File: config.mk
export PLATFORM = sky130hd
export DESIGN_NAME = mem_arbiter_flat
export DESIGN_NICKNAME = d
export VERILOG_FILES = /design/src/rtl/bus_pkg.sv /design/src/rtl/mem_arbiter_if.sv /design/src/rtl/arb_burst_ctr.sv /design/src/rtl/mem_arbiter.sv /design/src/flat_wrapper.sv
export SDC_FILE = /design/constraint.sdc
export NUM_CORES = 1
export LEC_CHECK = 0
export CAP_MARGIN = 30
export CORE_ASPECT_RATIO = 0.5
export CORE_MARGIN = 2
export CORE_UTILIZATION = 26
export CTS_CLUSTER_SIZE = 10
export DETAILED_ROUTE_END_ITERATION = 6
export PLACE_DENSITY_LB_ADDON = 0.15
export SKIP_LAST_GASP = 1
export SLEW_MARGIN = 30
export SYNTH_ARGS = -nofsm -noshare
export SYNTH_HDL_FRONTEND = slang
export SYNTH_SLANG_ARGS = --single-unit
File: constraint.sdc
create_clock -name clk -period 2.68 [get_ports clk]
set_input_delay 0.402 -clock clk [delete_from_list [all_inputs] [get_ports clk]]
set_output_delay 0.402 -clock clk [all_outputs]
set_load 0.03 [all_outputs]
File: src/rtl/bus_pkg.sv
// Shared bus definitions for the memory arbiter and the processor subsystem.
// Holds arbiter state encodings, default bus widths and the boot vector.
package bus_pkg;

    localparam int ADDR_W_DEF  = 16;
    localparam int DATA_W_DEF  = 8;
    localparam int BURST_CNT_W = 4;

    // The 6502 fetches its start address from here; proc uses the same constant.
    localparam logic [15:0] RESET_VECTOR = 16'hFFFC;

    typedef enum logic [1:0] {
        ST_IDLE      = 2'd0,
        ST_CPU       = 2'd1,
        ST_DMA       = 2'd2,
        ST_FORCE_CPU = 2'd3
    } arb_state_e;

    function automatic logic rd_issue(input logic gnt, input logic we);
        return gnt & ~we;
    endfunction

endpackage

File: src/rtl/mem_arbiter_if.sv
// Bus bundle between the CPU port, the DMA port and the memory side of the arbiter.
// The arbiter uses the slave view; requesters and memory use the master view.
interface mem_arbiter_if import bus_pkg::*; #(
    parameter int ADDR_W = ADDR_W_DEF,
    parameter int DATA_W = DATA_W_DEF
);

    logic              cpu_req;
    logic [ADDR_W-1:0] cpu_addr;
    logic              cpu_we;
    logic [DATA_W-1:0] cpu_wdata;
    logic              cpu_rdy;
    logic              cpu_rvalid;
    logic [DATA_W-1:0] cpu_rdata;

    logic              dma_req;
    logic              dma_lock;
    logic [ADDR_W-1:0] dma_addr;
    logic              dma_we;
    logic [DATA_W-1:0] dma_wdata;
    logic              dma_gnt;
    logic              dma_rvalid;
    logic [DATA_W-1:0] dma_rdata;

    logic              mem_en;
    logic [ADDR_W-1:0] mem_addr;
    logic              mem_we;
    logic [DATA_W-1:0] mem_wdata;
    logic [DATA_W-1:0] mem_rdata;

    modport slave (
        input  cpu_req, cpu_addr, cpu_we, cpu_wdata,
        output cpu_rdy, cpu_rvalid, cpu_rdata,
        input  dma_req, dma_lock, dma_addr, dma_we, dma_wdata,
        output dma_gnt, dma_rvalid, dma_rdata,
        output mem_en, mem_addr, mem_we, mem_wdata,
        input  mem_rdata
    );

    modport master (
        output cpu_req, cpu_addr, cpu_we, cpu_wdata,
        input  cpu_rdy, cpu_rvalid, cpu_rdata,
        output dma_req, dma_lock, dma_addr, dma_we, dma_wdata,
        input  dma_gnt, dma_rvalid, dma_rdata,
        input  mem_en, mem_addr, mem_we, mem_wdata,
        output mem_rdata
    );

endinterface

File: src/rtl/arb_burst_ctr.sv
// Counts consecutive unlocked DMA grants made while the CPU is waiting and
// flags the grant that must be followed by a forced CPU slot.
module arb_burst_ctr import bus_pkg::*; #(
    parameter int DMA_MAX_BURST = 4
) (
    input  logic clk,
    input  logic reset_n,
    input  logic dma_gnt_i,
    input  logic cpu_req_i,
    input  logic dma_lock_i,
    output logic at_limit_o
);

    localparam logic [BURST_CNT_W-1:0] LIMIT = BURST_CNT_W'(DMA_MAX_BURST - 1);

    logic [BURST_CNT_W-1:0] burst_cnt_q;
    logic [BURST_CNT_W-1:0] burst_cnt_d;
    logic                   counting;

    assign counting   = dma_gnt_i & cpu_req_i & ~dma_lock_i;
    assign at_limit_o = (burst_cnt_q == LIMIT);

    always_comb begin
        burst_cnt_d = burst_cnt_q;
        if (!dma_gnt_i || !cpu_req_i) begin
            burst_cnt_d = '0;
        end else if (counting) begin
            // Reaching the limit hands the bus to FORCE_CPU, so the count never
            // needs to sit above LIMIT: clearing there is the saturation point.
            burst_cnt_d = at_limit_o ? '0 : burst_cnt_q + 1'b1;
        end
    end

    always_ff @(posedge clk or negedge reset_n) begin
        if (!reset_n) begin
            burst_cnt_q <= '0;
        end else begin
            burst_cnt_q <= burst_cnt_d;
        end
    end

endmodule

File: src/rtl/mem_arbiter.sv
// Shares the single-port system memory between the 6502 core and the DMA engine.
// DMA has fixed priority, bounded by a burst limit that forces a CPU slot.
module mem_arbiter import bus_pkg::*; #(
    parameter int DMA_MAX_BURST = 4,
    parameter int ADDR_W        = ADDR_W_DEF,
    parameter int DATA_W        = DATA_W_DEF
) (
    input  logic          clk,
    input  logic          reset_n,
    mem_arbiter_if.slave  bus
);

    arb_state_e        state_q;
    arb_state_e        state_d;
    logic              cpu_gnt;
    logic              dma_gnt;
    logic              at_limit;
    logic              force_hit;
    logic              cpu_rvalid_q;
    logic              dma_rvalid_q;
    logic [ADDR_W-1:0] mux_addr;
    logic              mux_we;
    logic [DATA_W-1:0] mux_wdata;

    // Gating with reset_n keeps unknown requests from leaking out during reset.
    always_comb begin
        cpu_gnt = 1'b0;
        dma_gnt = 1'b0;
        if (reset_n) begin
            if (bus.cpu_req && (!bus.dma_req || state_q == ST_FORCE_CPU)) begin
                cpu_gnt = 1'b1;
            end else if (bus.dma_req) begin
                dma_gnt = 1'b1;
            end
        end
    end

    arb_burst_ctr #(
        .DMA_MAX_BURST (DMA_MAX_BURST)
    ) u_burst_ctr (
        .clk        (clk),
        .reset_n    (reset_n),
        .dma_gnt_i  (dma_gnt),
        .cpu_req_i  (bus.cpu_req),
        .dma_lock_i (bus.dma_lock),
        .at_limit_o (at_limit)
    );

    assign force_hit = dma_gnt & bus.cpu_req & ~bus.dma_lock & at_limit;

    always_comb begin
        state_d = ST_IDLE;
        if (cpu_gnt) begin
            state_d = ST_CPU;
        end else if (dma_gnt) begin
            state_d = force_hit ? ST_FORCE_CPU : ST_DMA;
        end
    end

    always_ff @(posedge clk or negedge reset_n) begin
        if (!reset_n) begin
            state_q      <= ST_IDLE;
            cpu_rvalid_q <= 1'b0;
            dma_rvalid_q <= 1'b0;
        end else begin
            state_q      <= state_d;
            cpu_rvalid_q <= rd_issue(cpu_gnt, bus.cpu_we);
            dma_rvalid_q <= rd_issue(dma_gnt, bus.dma_we);
        end
    end

    always_comb begin
        mux_addr  = '0;
        mux_we    = 1'b0;
        mux_wdata = '0;
        if (cpu_gnt) begin
            mux_addr  = bus.cpu_addr;
            mux_we    = bus.cpu_we;
            mux_wdata = bus.cpu_wdata;
        end else if (dma_gnt) begin
            mux_addr  = bus.dma_addr;
            mux_we    = bus.dma_we;
            mux_wdata = bus.dma_wdata;
        end
    end

    assign bus.cpu_rdy    = cpu_gnt;
    assign bus.dma_gnt    = dma_gnt;
    assign bus.mem_en     = cpu_gnt | dma_gnt;
    assign bus.mem_addr   = mux_addr;
    assign bus.mem_we     = mux_we;
    assign bus.mem_wdata  = mux_wdata;

    // Read data is shared; each consumer qualifies it with its own rvalid.
    assign bus.cpu_rvalid = cpu_rvalid_q;
    assign bus.dma_rvalid = dma_rvalid_q;
    assign bus.cpu_rdata  = bus.mem_rdata;
    assign bus.dma_rdata  = bus.mem_rdata;

endmodule

File: src/flat_wrapper.sv
// flat-port wrapper written by rule: the top's interface ports become plain ports
module mem_arbiter_flat import bus_pkg::*;
#(
    parameter int DMA_MAX_BURST = 4,
    parameter int ADDR_W        = ADDR_W_DEF,
    parameter int DATA_W        = DATA_W_DEF
)
  (clk, reset_n, bus_cpu_req, bus_cpu_addr, bus_cpu_we, bus_cpu_wdata, bus_cpu_rdy, bus_cpu_rvalid, bus_cpu_rdata, bus_dma_req, bus_dma_lock, bus_dma_addr, bus_dma_we, bus_dma_wdata, bus_dma_gnt, bus_dma_rvalid, bus_dma_rdata, bus_mem_en, bus_mem_addr, bus_mem_we, bus_mem_wdata, bus_mem_rdata);
  mem_arbiter_if #(.ADDR_W(ADDR_W), .DATA_W(DATA_W)) bus_i ();
  input  logic clk;
  input  logic reset_n;
  input wire logic [$bits(bus_i.cpu_req)-1:0] bus_cpu_req;
  input wire logic [$bits(bus_i.cpu_addr)-1:0] bus_cpu_addr;
  input wire logic [$bits(bus_i.cpu_we)-1:0] bus_cpu_we;
  input wire logic [$bits(bus_i.cpu_wdata)-1:0] bus_cpu_wdata;
  output wire logic [$bits(bus_i.cpu_rdy)-1:0] bus_cpu_rdy;
  output wire logic [$bits(bus_i.cpu_rvalid)-1:0] bus_cpu_rvalid;
  output wire logic [$bits(bus_i.cpu_rdata)-1:0] bus_cpu_rdata;
  input wire logic [$bits(bus_i.dma_req)-1:0] bus_dma_req;
  input wire logic [$bits(bus_i.dma_lock)-1:0] bus_dma_lock;
  input wire logic [$bits(bus_i.dma_addr)-1:0] bus_dma_addr;
  input wire logic [$bits(bus_i.dma_we)-1:0] bus_dma_we;
  input wire logic [$bits(bus_i.dma_wdata)-1:0] bus_dma_wdata;
  output wire logic [$bits(bus_i.dma_gnt)-1:0] bus_dma_gnt;
  output wire logic [$bits(bus_i.dma_rvalid)-1:0] bus_dma_rvalid;
  output wire logic [$bits(bus_i.dma_rdata)-1:0] bus_dma_rdata;
  output wire logic [$bits(bus_i.mem_en)-1:0] bus_mem_en;
  output wire logic [$bits(bus_i.mem_addr)-1:0] bus_mem_addr;
  output wire logic [$bits(bus_i.mem_we)-1:0] bus_mem_we;
  output wire logic [$bits(bus_i.mem_wdata)-1:0] bus_mem_wdata;
  input wire logic [$bits(bus_i.mem_rdata)-1:0] bus_mem_rdata;
  assign bus_i.cpu_req = bus_cpu_req;
  assign bus_i.cpu_addr = bus_cpu_addr;
  assign bus_i.cpu_we = bus_cpu_we;
  assign bus_i.cpu_wdata = bus_cpu_wdata;
  assign bus_cpu_rdy = bus_i.cpu_rdy;
  assign bus_cpu_rvalid = bus_i.cpu_rvalid;
  assign bus_cpu_rdata = bus_i.cpu_rdata;
  assign bus_i.dma_req = bus_dma_req;
  assign bus_i.dma_lock = bus_dma_lock;
  assign bus_i.dma_addr = bus_dma_addr;
  assign bus_i.dma_we = bus_dma_we;
  assign bus_i.dma_wdata = bus_dma_wdata;
  assign bus_dma_gnt = bus_i.dma_gnt;
  assign bus_dma_rvalid = bus_i.dma_rvalid;
  assign bus_dma_rdata = bus_i.dma_rdata;
  assign bus_mem_en = bus_i.mem_en;
  assign bus_mem_addr = bus_i.mem_addr;
  assign bus_mem_we = bus_i.mem_we;
  assign bus_mem_wdata = bus_i.mem_wdata;
  assign bus_i.mem_rdata = bus_mem_rdata;
  mem_arbiter #(.DMA_MAX_BURST(DMA_MAX_BURST), .ADDR_W(ADDR_W), .DATA_W(DATA_W)) u_core (.clk(clk), .reset_n(reset_n), .bus(bus_i));
endmodule
==> results.sh <==
export IMPL_synth_edf_count=0
export IMPL_grt_max_degree=29
export IMPL_io_pins=109
export IMPL_pwr_density_cell_nw_per_um2=334
export IMPL_tns_ns=0
export IMPL_crit_top_cell="buf_4"
export IMPL_htree_levels=1
export IMPL_fin_crit_ns=2.32
export IMPL_dp_hpwl_um=2000
export IMPL_finalClockSkew_ns=0.00124
export IMPL_critical_path_max_stage_delay_ns=0.51
export IMPL_ir_drop_mv=0.108
export IMPL_post_cts_resized=0
export IMPL_worstPathCellList="clkdlybuf4s50_1 -> buf_4 -> nand2_1 -> a21o_4 -> clkinv_4 -> a22o_1 -> buf_4"
export IMPL_post_route_period_util=0.865
export IMPL_ys_seq_area_frac=0.252
export IMPL_cp_max_fo=26
export IMPL_drt_iter0_markers=15
export IMPL_gp_congestion=0.713
export IMPL_cts_hold_repair_buffers=0
export IMPL_top_layer_used="met4"
export IMPL_diodes=0
export IMPL_wl_met3_um=190
export IMPL_p_leak_nw=0.663
export IMPL_drv_slew=0
export IMPL_nets=214
export IMPL_antenna_found_initial=0
export IMPL_groute_usage_overall=0.144
export IMPL_path_class="in2out"
export IMPL_worstHoldPathType="in2async"
export IMPL_synthFlopType="dfrtp_1"
export IMPL_setup_violations=0
export IMPL_drcViolationCount=0
export IMPL_grt_setup_unrepaired="false"
export IMPL_final_util=0.503
export IMPL_critPathArrivalTime_ns=1.92
export IMPL_nFillCells=289
export IMPL_area_growth_pct=87.3
export IMPL_ys_ff_latch=8
export IMPL_cap_violations=0
export IMPL_crit_slowest_cell="clkdlybuf4s50_1"
export IMPL_netlist_area_sq_um=796
export IMPL_cp_required_ns=2.28
export IMPL_postRouteAntennaNets=0
export IMPL_syn_inst=79
export IMPL_cp_depth=7
export IMPL_vias=877
export IMPL_drt_met1_wl_um=954
export IMPL_die_area_sq_um=3550
export IMPL_final_common_cell="clkdlybuf4s50_1"
export IMPL_wl_per_cell_um=13.1
export IMPL_core_area_sq_um=2960
export IMPL_grt_pass1_wl_um=3930
export IMPL_ctsRootBufferMaster="clkbuf_8"
export IMPL_clkSinkCount=8
export IMPL_max_slew_margin=0.795
export IMPL_gr_total_overflow=0
export IMPL_hold_violations=0
export IMPL_via_per_inst=4.66
export IMPL_outcome="finished, final reports clean"
export IMPL_crit_path_end_kind="primary output"
export IMPL_die_h_um=43.1
export IMPL_port_buffers=84
export IMPL_cts_buffers=3
export IMPL_insertion_delay_ns=0.22
export IMPL_tightest_slew_ns=0.306
export IMPL_floorplan_initialDensity=0.269
export IMPL_ys_async_sr_fraction=1.00
export IMPL_syn_nets=143
export IMPL_cts_buffer_depth=2
export IMPL_path_clk_slew_ns=0.04
export IMPL_syn_mean_instance_area_sq_um=10.1
export IMPL_rows=14
export IMPL_ys_warn_count=0
export IMPL_path_delay_family="buffers and inverters"
export IMPL_r2r_cells=3
export IMPL_critical_path_buf_inv_count=4
export IMPL_max_freq_mhz=432
export IMPL_drive_above_1_share=0.257
export IMPL_wirelength_um=2460
export IMPL_dr_wl_met2_um=1260
export IMPL_dr_pass1_iters=4
export IMPL_die_w_um=82.2
export IMPL_final_cell_mix="clkdlybuf4s50_1 (56), buf_4 (30), a22o_1 (25)"
export IMPL_crit_path_start_kind="input pin"
export IMPL_cts_setup_buffers=0
export IMPL_cts_tree="built"
export IMPL_ys_types=23
export IMPL_grt_pass1_vias=910
export IMPL_hold_slack_ns=0.352
-- cell type report --
cell class              instances  area [sq um]  area share
repair buffers                 86           786       0.527
multi-input cells              50           404       0.271
flip-flops and latches          8           200       0.134
well taps                      40          50.0      0.0336
clock buffers                   3          41.3      0.0277
inverters                       1          8.76     0.00588
-- Yosys cell counts, types with 2 or more instances --
cell / instances / area (sq um)
a22o_1: 25 / 219
buf_4: 16 / 120
dfrtp_1: 8 / 200
nor2_1: 5 / 18.8
a21oi_1: 2 / 10.0
buf_12: 2 / 40.0
buf_6: 2 / 22.5
nand2_1: 2 / 7.51
nand2_2: 2 / 12.5
nand2b_1: 2 / 12.5
-- through the flow --
| stage | std cells | total power, W | cell area [sq um] | worst slack [ns] |
|---|---|---|---|---|
| floorplan | 79 | 0.000279 | 796 | 1.03 |
| global placement | 185 | 0.000361 | 1450 | 0.362 |
| detailed placement | 185 | 0.000361 | 1450 | 0.351 |
| CTS | 188 | 0.000506 | 1490 | 0.345 |
| global route | 188 | 0.000522 | 1490 | 0.245 |
| finish | 188 | 0.000498 | 1490 | 0.363 |
-- kinds of logic (layout without fill, tap and decap cells) --
logic type,after synthesis,count (layout),synth area share
flops,8,8,0.252
buf+inv,21,90,0.241
fa+ha+maj,1,1,0.0157
simple gates,15,15,0.105
mux,1,1,0.0126
xor+xnor,1,1,0.0110
compound gates,32,32,0.363
-- sequential cells by signal, summed over array words and instances (netlist names) --
register / cells
u_core.bus.dma_rvalid: 1
u_core.u_burst_ctr.burst_cnt_q: 4
u_core.bus.cpu_rvalid: 1
u_core.state_q: 2
-- worst register-to-register path, stage by stage, from the launching register on --
cell     delay, ns
dfrtp_1       0.41
nand2_2       0.10
nand4_1       0.21
o41ai_1       0.37
-- layer usage --
layer / up-vias / track usage
met5: - / 0
met2: 31 / 0.250
met3: 12 / 0.0298
li1: 428 / -
met1: 406 / 0.163
met4: 0 / 0.0833
-- where the power goes --
| part | switching [W] | internal (W) |
|---|---|---|
| Sequential | 0.00000273 | 0.000124 |
| Combinational | 0.000104 | 0.000127 |
| Clock | 0.0000432 | 0.0000969 |
-- worst paths after layout --
kind	slack, ns	startpoint	to
max	0.36	reset_n	bus_mem_addr[5]
min	0.35	reset_n	u_core.state_q[1]
max reg2reg	1.46	u_core.state_q[0]	u_core.state_q[0]
min reg2reg	0.55	u_core.u_burst_ctr.burst_cnt_q[3]	u_core.state_q[0]
max in group asynchronous	2.01	reset_n	u_core.u_burst_ctr.burst_cnt_q[0]
min in group clk	0.55	u_core.u_burst_ctr.burst_cnt_q[3]	u_core.state_q[0]
(Power assumes the default switching activity.)
